File: config.mk
export PLATFORM = sky130hd
export DESIGN_NAME = dma_bus_ctrl
export DESIGN_NICKNAME = d
export VERILOG_FILES = /design/src/rtl/dma_bus_ctrl.sv
export SDC_FILE = /design/constraint.sdc
export NUM_CORES = 1
export LEC_CHECK = 0
export ABC_AREA = 1
export CORE_UTILIZATION = 35
export DETAILED_ROUTE_END_ITERATION = 8
export PLACE_DENSITY = 0.71
export SLEW_MARGIN = 20
export SYNTH_ARGS = -nofsm -noshare
export SYNTH_HDL_FRONTEND = slang
export SYNTH_SLANG_ARGS = --single-unit
File: constraint.sdc
create_clock -name clk_i -period 2.3 [get_ports clk_i]
set_clock_uncertainty 0.1 [all_clocks]
set_input_delay 0.345 -clock clk_i [delete_from_list [all_inputs] [get_ports clk_i]]
set_output_delay 0.345 -clock clk_i [all_outputs]
set_load 0.03 [all_outputs]
File: src/rtl/dma_bus_ctrl.sv
// dma_bus_ctrl: OAM DMA engine (FF46) and main-bus arbiter between the CPU and external memory.
// DMA owns the main bus while active; the FFxx page stays reachable through the hi_* port.
module dma_bus_ctrl (
    input  logic        clk_i,
    input  logic        rst_ni,
    input  logic [1:0]  t_cycle_i,
    input  logic [15:0] cpu_addr_i,
    input  logic        cpu_rd_i,
    input  logic        cpu_wr_i,
    input  logic [7:0]  cpu_wdata_i,
    output logic [7:0]  cpu_rdata_o,
    output logic        cpu_blocked_o,
    output logic [15:0] bus_addr_o,
    output logic        bus_rd_o,
    output logic        bus_wr_o,
    output logic [7:0]  bus_wdata_o,
    input  logic [7:0]  bus_rdata_i,
    output logic [7:0]  hi_addr_o,
    output logic        hi_rd_o,
    output logic        hi_wr_o,
    output logic [7:0]  hi_wdata_o,
    input  logic [7:0]  hi_rdata_i,
    output logic        dma_active_o
);
    typedef enum logic [1:0] {IDLE, START, XFER} state_t;

    state_t      state_q;
    logic [7:0]  src_q;
    logic [7:0]  idx_q;
    logic [7:0]  latch_q;

    logic is_ff46, trig, t2, t3, xfer, act, main_pg, hi_pg, cpu_bus;
    logic [7:0] eff;

    assign is_ff46 = cpu_addr_i == 16'hFF46;
    assign t2      = t_cycle_i == 2'd2;
    assign t3      = t_cycle_i == 2'd3;
    assign trig    = cpu_wr_i && is_ff46 && t3;
    assign xfer    = state_q == XFER;
    assign act     = state_q != IDLE;
    assign main_pg = cpu_addr_i[15:8] != 8'hFF;
    assign hi_pg   = rst_ni && !main_pg && !is_ff46;
    assign cpu_bus = rst_ni && !act && main_pg;
    // Echo RAM E000-FDFF mirrors C000-DDFF
    assign eff     = src_q >= 8'hE0 ? src_q - 8'h20 : src_q;

    always_ff @(posedge clk_i or negedge rst_ni) begin
        if (!rst_ni) begin
            state_q <= IDLE;
            src_q   <= 8'h00;
            idx_q   <= 8'h00;
            latch_q <= 8'h00;
        end else if (trig) begin
            state_q <= START;
            src_q   <= cpu_wdata_i;
            idx_q   <= 8'h00;
        end else begin
            case (state_q)
                START: if (t3) state_q <= XFER;
                XFER: begin
                    if (t2) latch_q <= bus_rdata_i;
                    if (t3) begin
                        idx_q   <= idx_q == 8'd159 ? 8'h00 : idx_q + 8'h01;
                        state_q <= idx_q == 8'd159 ? IDLE : XFER;
                    end
                end
                default: state_q <= IDLE;
            endcase
        end
    end

    assign dma_active_o  = act;
    assign cpu_blocked_o = rst_ni && act && main_pg && (cpu_rd_i || cpu_wr_i);
    assign bus_addr_o    = !rst_ni ? 16'h0000 :
                           xfer    ? (t3 ? {8'hFE, idx_q} : {eff, idx_q}) :
                           cpu_bus ? cpu_addr_i : 16'h0000;
    assign bus_rd_o      = rst_ni && (xfer ? t2 : cpu_bus && cpu_rd_i);
    assign bus_wr_o      = rst_ni && (xfer ? t3 : cpu_bus && cpu_wr_i);
    assign bus_wdata_o   = !rst_ni ? 8'h00 :
                           xfer    ? (t3 ? latch_q : 8'h00) :
                           cpu_bus ? cpu_wdata_i : 8'h00;
    assign hi_addr_o     = hi_pg ? cpu_addr_i[7:0] : 8'h00;
    assign hi_rd_o       = hi_pg && cpu_rd_i;
    assign hi_wr_o       = hi_pg && cpu_wr_i;
    assign hi_wdata_o    = hi_pg ? cpu_wdata_i : 8'h00;
    assign cpu_rdata_o   = !rst_ni ? 8'hFF :
                           is_ff46 ? src_q :
                           hi_pg   ? hi_rdata_i :
                           cpu_bus ? bus_rdata_i : 8'hFF;
endmodule

---- Word level (Yosys, flattened, before mapping) ----
Cells that the tools add are included.
word-level totals
  bits of input ports ..................... 46
  flip-flop bits (word level) ............. 26
cells by class
  eq/ne operators ......................... 9
  mux-type cells .......................... 26
  add/sub/neg operators ................... 2
  order comparisons ....................... 1
  bitwise operators ....................... 1
  reduce and logical (&&, ||, !) cells .... 25
operator list
  operator              count
  $mux 8                15
  $mux 16               4
  $eq 16x16->1 const B  1
  $logic_and 1x1->1     15
  $add 8x1->8 const B   1
  $eq 8x8->1 const B    1
  $ge 8x8->1 const B    1
  $mux 2                4
  $ne 8x8->1 const B    1
  $sub 8x6->8 const B   1
  $eq 2x2->1 const B    3
  $ne 3x3->1 const B    2
  $reduce_bool 2->1     3
  $pmux 2 s2            1
  $reduce_and 2->1      2
  $logic_not 1->1       3
  $reduce_and 3->1      1
  $eq 2x1->1 const B    1
  $mux 1                2
  $logic_or 1x1->1      1
  $not 1->1             1

---- Longest topological paths before layout ----
  depth after elaboration ................. 8
  mapped depth ............................ 10
  mapped depth without buffers ............ 9

---- Least setup slack after synthesis ----
Ideal clock, no wire load.
  path type ............................... register -> output
  start point ............................. register state_q[0]
  end point ............................... output bus_rd_o
  cell stages (with the launch flop) ...... 7
  arrival ................................. 1.713 ns
  path slack .............................. 0.142 ns
  buffers on the path ..................... 2
  path through ............................ dfrtp_1 > inv_1 > ha_1 > buf_2 > nand3b_1 > clkbuf_1 > a21oi_1
on the way
  cells in the longest elaborated chain, start to end .. 7
ends and longest elaborated chain
  element                          RTL line  text
  start, declared                  27        state_t state_q;
  start signal, assigned           64        state_q <= idx_q == 8'd159 ? IDLE : XFER;
  $reduce_bool 2->1                40        assign act = state_q != IDLE;
  $logic_not 1->1                  43        assign cpu_bus = rst_ni && !act && main_pg;
  $logic_and 1x1->1 (2 in series)  43
  $logic_and 1x1->1                77        assign bus_rd_o = rst_ni && (xfer ? t2 : cpu_bus && cpu_rd_i);
  $mux 1 (*)                       77
  $logic_and 1x1->1 (*)            77
  end, declared                    14        output logic bus_rd_o,
Mark *: on every way between the ends. The rest lies on a longest branch, timed or not.

---- Worst setup path after layout ----
  start point ............................. register state_q[0]
  end point ............................... output bus_wdata_o[7]
on the way
  cells in the longest elaborated chain, start to end .. 7
ends and longest elaborated chain
  element                          RTL line  text
  $reduce_bool 2->1                40
  $logic_not 1->1                  43
  $logic_and 1x1->1 (2 in series)  43
  $mux 8                           81        cpu_bus ? cpu_wdata_i : 8'h00;
  $mux 8 (*)                       80        xfer ? (t3 ? latch_q : 8'h00) :
  $mux 8 (*)                       79        assign bus_wdata_o = !rst_ni ? 8'h00 :
  end, declared                    16        output logic [7:0] bus_wdata_o,
Marks and branches as above.

==> impl_results.md <==
- Worst reg-to-reg setup slack: 0.56 ns
- Netlist Area Pre-Place: 0.002287 sq mm
- Area of the die: 0.006862 sq mm
- Slowest stage cell, crit path: dfrtp_1
- Via count: 2745
- Required arrival time at the worst endpoint: 1.86 ns
- Detailed Route Iter0 Violations: 199
- Fraction of power spent switching nets: about 28%
- Kind of capture point of the worst setup path: primary output
- Placer Congestion: 0.9199
- Number of detailed-route iterations in the first pass: 4
- Share of the yosys chip area belonging to registers: between 20% and 30%
- Logic pwr share: 27.9%
- Post-DP HPWL: 6092 um
- Finished Layout Cells: roughly 570
- CP arrival: 1.83 ns
- Antenna diode count: 0
- Worst min-delay path category: in -> async
- Number of max-cap violations: 0
- Initial antenna violation count: 0
- Routed wirelength normalized by instance count: 13.92 um
- TritonCTS Buffers: 3
- Effective utilization at floorplan: 36.23%
- Placed Instances: 553
- Final hold violations: 0
- Outcome: completed
- Port bufs: between 90 and 100
- Total routing resource utilization after global routing: 22.57%
- Clock latency of the later-clocked register in the worst-skew pair: 0.28 ns
- Cell Chain, Critical Path: inv_2 > ha_4 > nand2_2 > inv_2 > nand2_4 > nor2_4 > buf_12 > buf_12 > nand2_1 > a21oi_1 > buf_4
- Maximum clock path buffer count: 2
- Worst supply voltage drop on vdd: 247.4 uV
- Worst slew pin tran: between 0.4 and 0.5 ns
- Number of cells produced by synthesis: 364
- Share of power burned in the clock network: around a third
- Total Neg Setup Slack: 0 ns
- Top-level port count: 100
- Leak: slightly below 2 nW
- Total DRC errors in the routed layout: 0
- Leftover overflow at the end of global routing: 0
- Via count of the first global-routing pass: 2571
- Flip-flop and latch count after synthesis: 26
- Distinct cells, synth: 25
- Number of max-slew violations in the final report: 0
- Kind of launch point of the worst setup path: flop
- H-tree Lvls: 1
- Largest area contributor in the synthesized netlist: dfrtp_1
- Max stage delay on crit path: ~0.4 ns
- RSZ-0062 raised after global routing: true
- Maximum fanout encountered on the critical timing path: 8
- Final Setup Violations: 0
- Number of buffer and inverter stages on the critical path: 5
- Fraction of layout instances using a drive strength above 1: between 20% and 30%
- Sum of routed wire length over all layers: between 7000 and 8000 um
- Clock sink count: 26
- Worst Setup Path Type: reg -> out
- Net Switching: 0.0003343 W
- Num rows: 29
- Die X: 82.84 um
- Post-layout net count: 540
- Core region area: 0.006314 sq mm
- Rel. slew slack: 69.93%
- Global-route wire length before repair: around 13000 um
- Area used by sequential logic in the layout: 650.6 sq um
- P per Cell Area: 322.9 mW/mm^2
- Internal cell power: between 0.0008 and 0.0009 W
- Post-synthesis to final-layout area growth: 59.41%
- Number of fillers in the final layout: ~610
- Maximum number of pins on one net before global-route repair: 29
- Cell at the root of the clock tree: clkbuf_8
- Clock slew at reported path FFs: 0.10 ns
- Post-Synthesis Net Count: about 420
- Die Y: 82.84 um
- Sequential share of power: 39.0%
- Post-route antenna net violation count: 0
- Vias per Instance: 4.858
- Post-layout minimum cycle time: approximately 2.3 ns
- Avg Cell Area, Syn: 6.284 sq um
- Clock tree from TritonCTS: yes
- YS warnings: 0
- Largest delay share family, worst path: buffers and inverters
- Tcrit/Tclk final: 98.71%
- Largest cells by area after synthesis: dfrtp_1 28%, nand2_1 19%, inv_1 8.2%
- Highest achievable clock rate: 0.4404 GHz
- Top cell type's share of synthesized area: between 20 and 30%
- Multi-input gate area: 0.001420 sq mm
==> per-layer routing <==
layer	vias up	global-route usage, %	routed length [um]
met4	0	6.113	97
met5	-	0	0
met1	1256	31.94	3601
met3	6	1.988	425
met2	95	36.89	3740
li1	1388	-	-
==> worst paths after layout <==
check,from,to,cells past startpoint
min,rst_ni,idx_q[2],2
max,state_q[0],bus_wdata_o[7],11
min in group clk_i,latch_q[1],latch_q[1],2
max reg2reg,state_q[0],idx_q[4],8
max in group asynchronous,rst_ni,src_q[3],3
min reg2reg,latch_q[1],latch_q[1],2
==> worst register-to-register path, stage by stage (launching register included) <==
cell	delay [ns]
dfrtp_1	0.40
inv_2	0.10
ha_2	0.28
inv_2	0.16
nor2_4	0.22
nand3_1	0.13
nor2_1	0.14
o211ai_2	0.09
inv_2	0.06
==> logic make-up after synthesis <==
kind of cell / Yosys count / share of synthesized area [%]
AND/OR/NAND/NOR: 198 / 39.22
buffers and inverters: 69 / 12.80
AO/OA/AOI/OAI: 63 / 15.65
flip-flops: 26 / 28.45
adder cells (fa/ha/maj): 5 / 2.735
XOR/XNOR: 3 / 1.149
==> per-stage QoR <==
step	worst slack, ns	hold slack [ns]	area [sq um]	power (W)	util, %
after floorplan	0.1423	-0.05059	2287	0.0006028	-
after detailed placement	-0.07585	0.2942	3383	0.0007801	53.59
after CTS	-0.002859	0.08001	3538	0.001170	56.04
after global routing	-0.03033	0.1126	3646	0.001223	57.75
after global placement	-0.04910	0.2935	3383	0.0007788	53.59
final	0.02956	0.07294	3646	0.001177	57.75
==> synth_stat cells, drive strengths merged <==
cell / n
nand2: 121
clkbuf: 4
nor2: 39
nor3: 2
dfrtp: 26
xor2: 3
buf: 8
ha: 5
inv: 57
o21ai: 32
a22oi: 2
nand3b: 10
nand3: 26
o211ai: 1
a21oi: 28
==> flip-flops by register name, summed over array words and instances (netlist names) <==
register,count
idx_q,8
latch_q,8
src_q,8
state_q,2
==> power groups by stage <==
stage                     clock [W]  sequential, W  combinational [W]
after floorplan                   0       0.000468           0.000135
after global placement            0       0.000468           0.000311
after detailed placement          0       0.000468           0.000312
after CTS                  0.000395       0.000459           0.000317
after global routing       0.000411       0.000459           0.000353
final                      0.000390       0.000459           0.000329
==> what timing repair did <==
item,4_1_cts,5_1_grt
resized for setup,23,27
hold endpoints to repair,2,0
setup endpoints to repair,22,36
pin swaps,11,12
hold buffers,1,0
gates cloned,0,0
buffers inserted,3,4
==> layout by cell type, fill, tap and decap left out, types with 2 or more instances in the layout <==
cell             count
dfrtp_1             26
nand2_1            110
a22oi_1              2
a21oi_2              7
o21ai_1              2
nor3_1               2
dlygate4sd2_1        6
nor2_1              30
nor2_4               4
a21oi_1             21
nand3_1             25
nand2_2              7
inv_2               11
ha_1                 3
buf_4               73
inv_1               45
dlymetal6s2s_1       6
buf_12               4
o21ai_0             22
clkdlybuf4s50_1     33
nand3b_1            10
xor2_1               3
buf_6                8
clkbuf_8             3
nand2_4              4
nor2_2               4
o21ai_2              8
==> cell type report <==
cell class / instances / share of cell area, %
flip-flops and latches: 26 / 17.84
multi-input cells: 269 / 38.95
well taps: 77 / 2.642
inverters: 57 / 5.937
clock inverters: 1 / 0.8236
repair buffers: 132 / 32.67
clock buffers: 3 / 1.132
(Power assumes the default switching activity.)
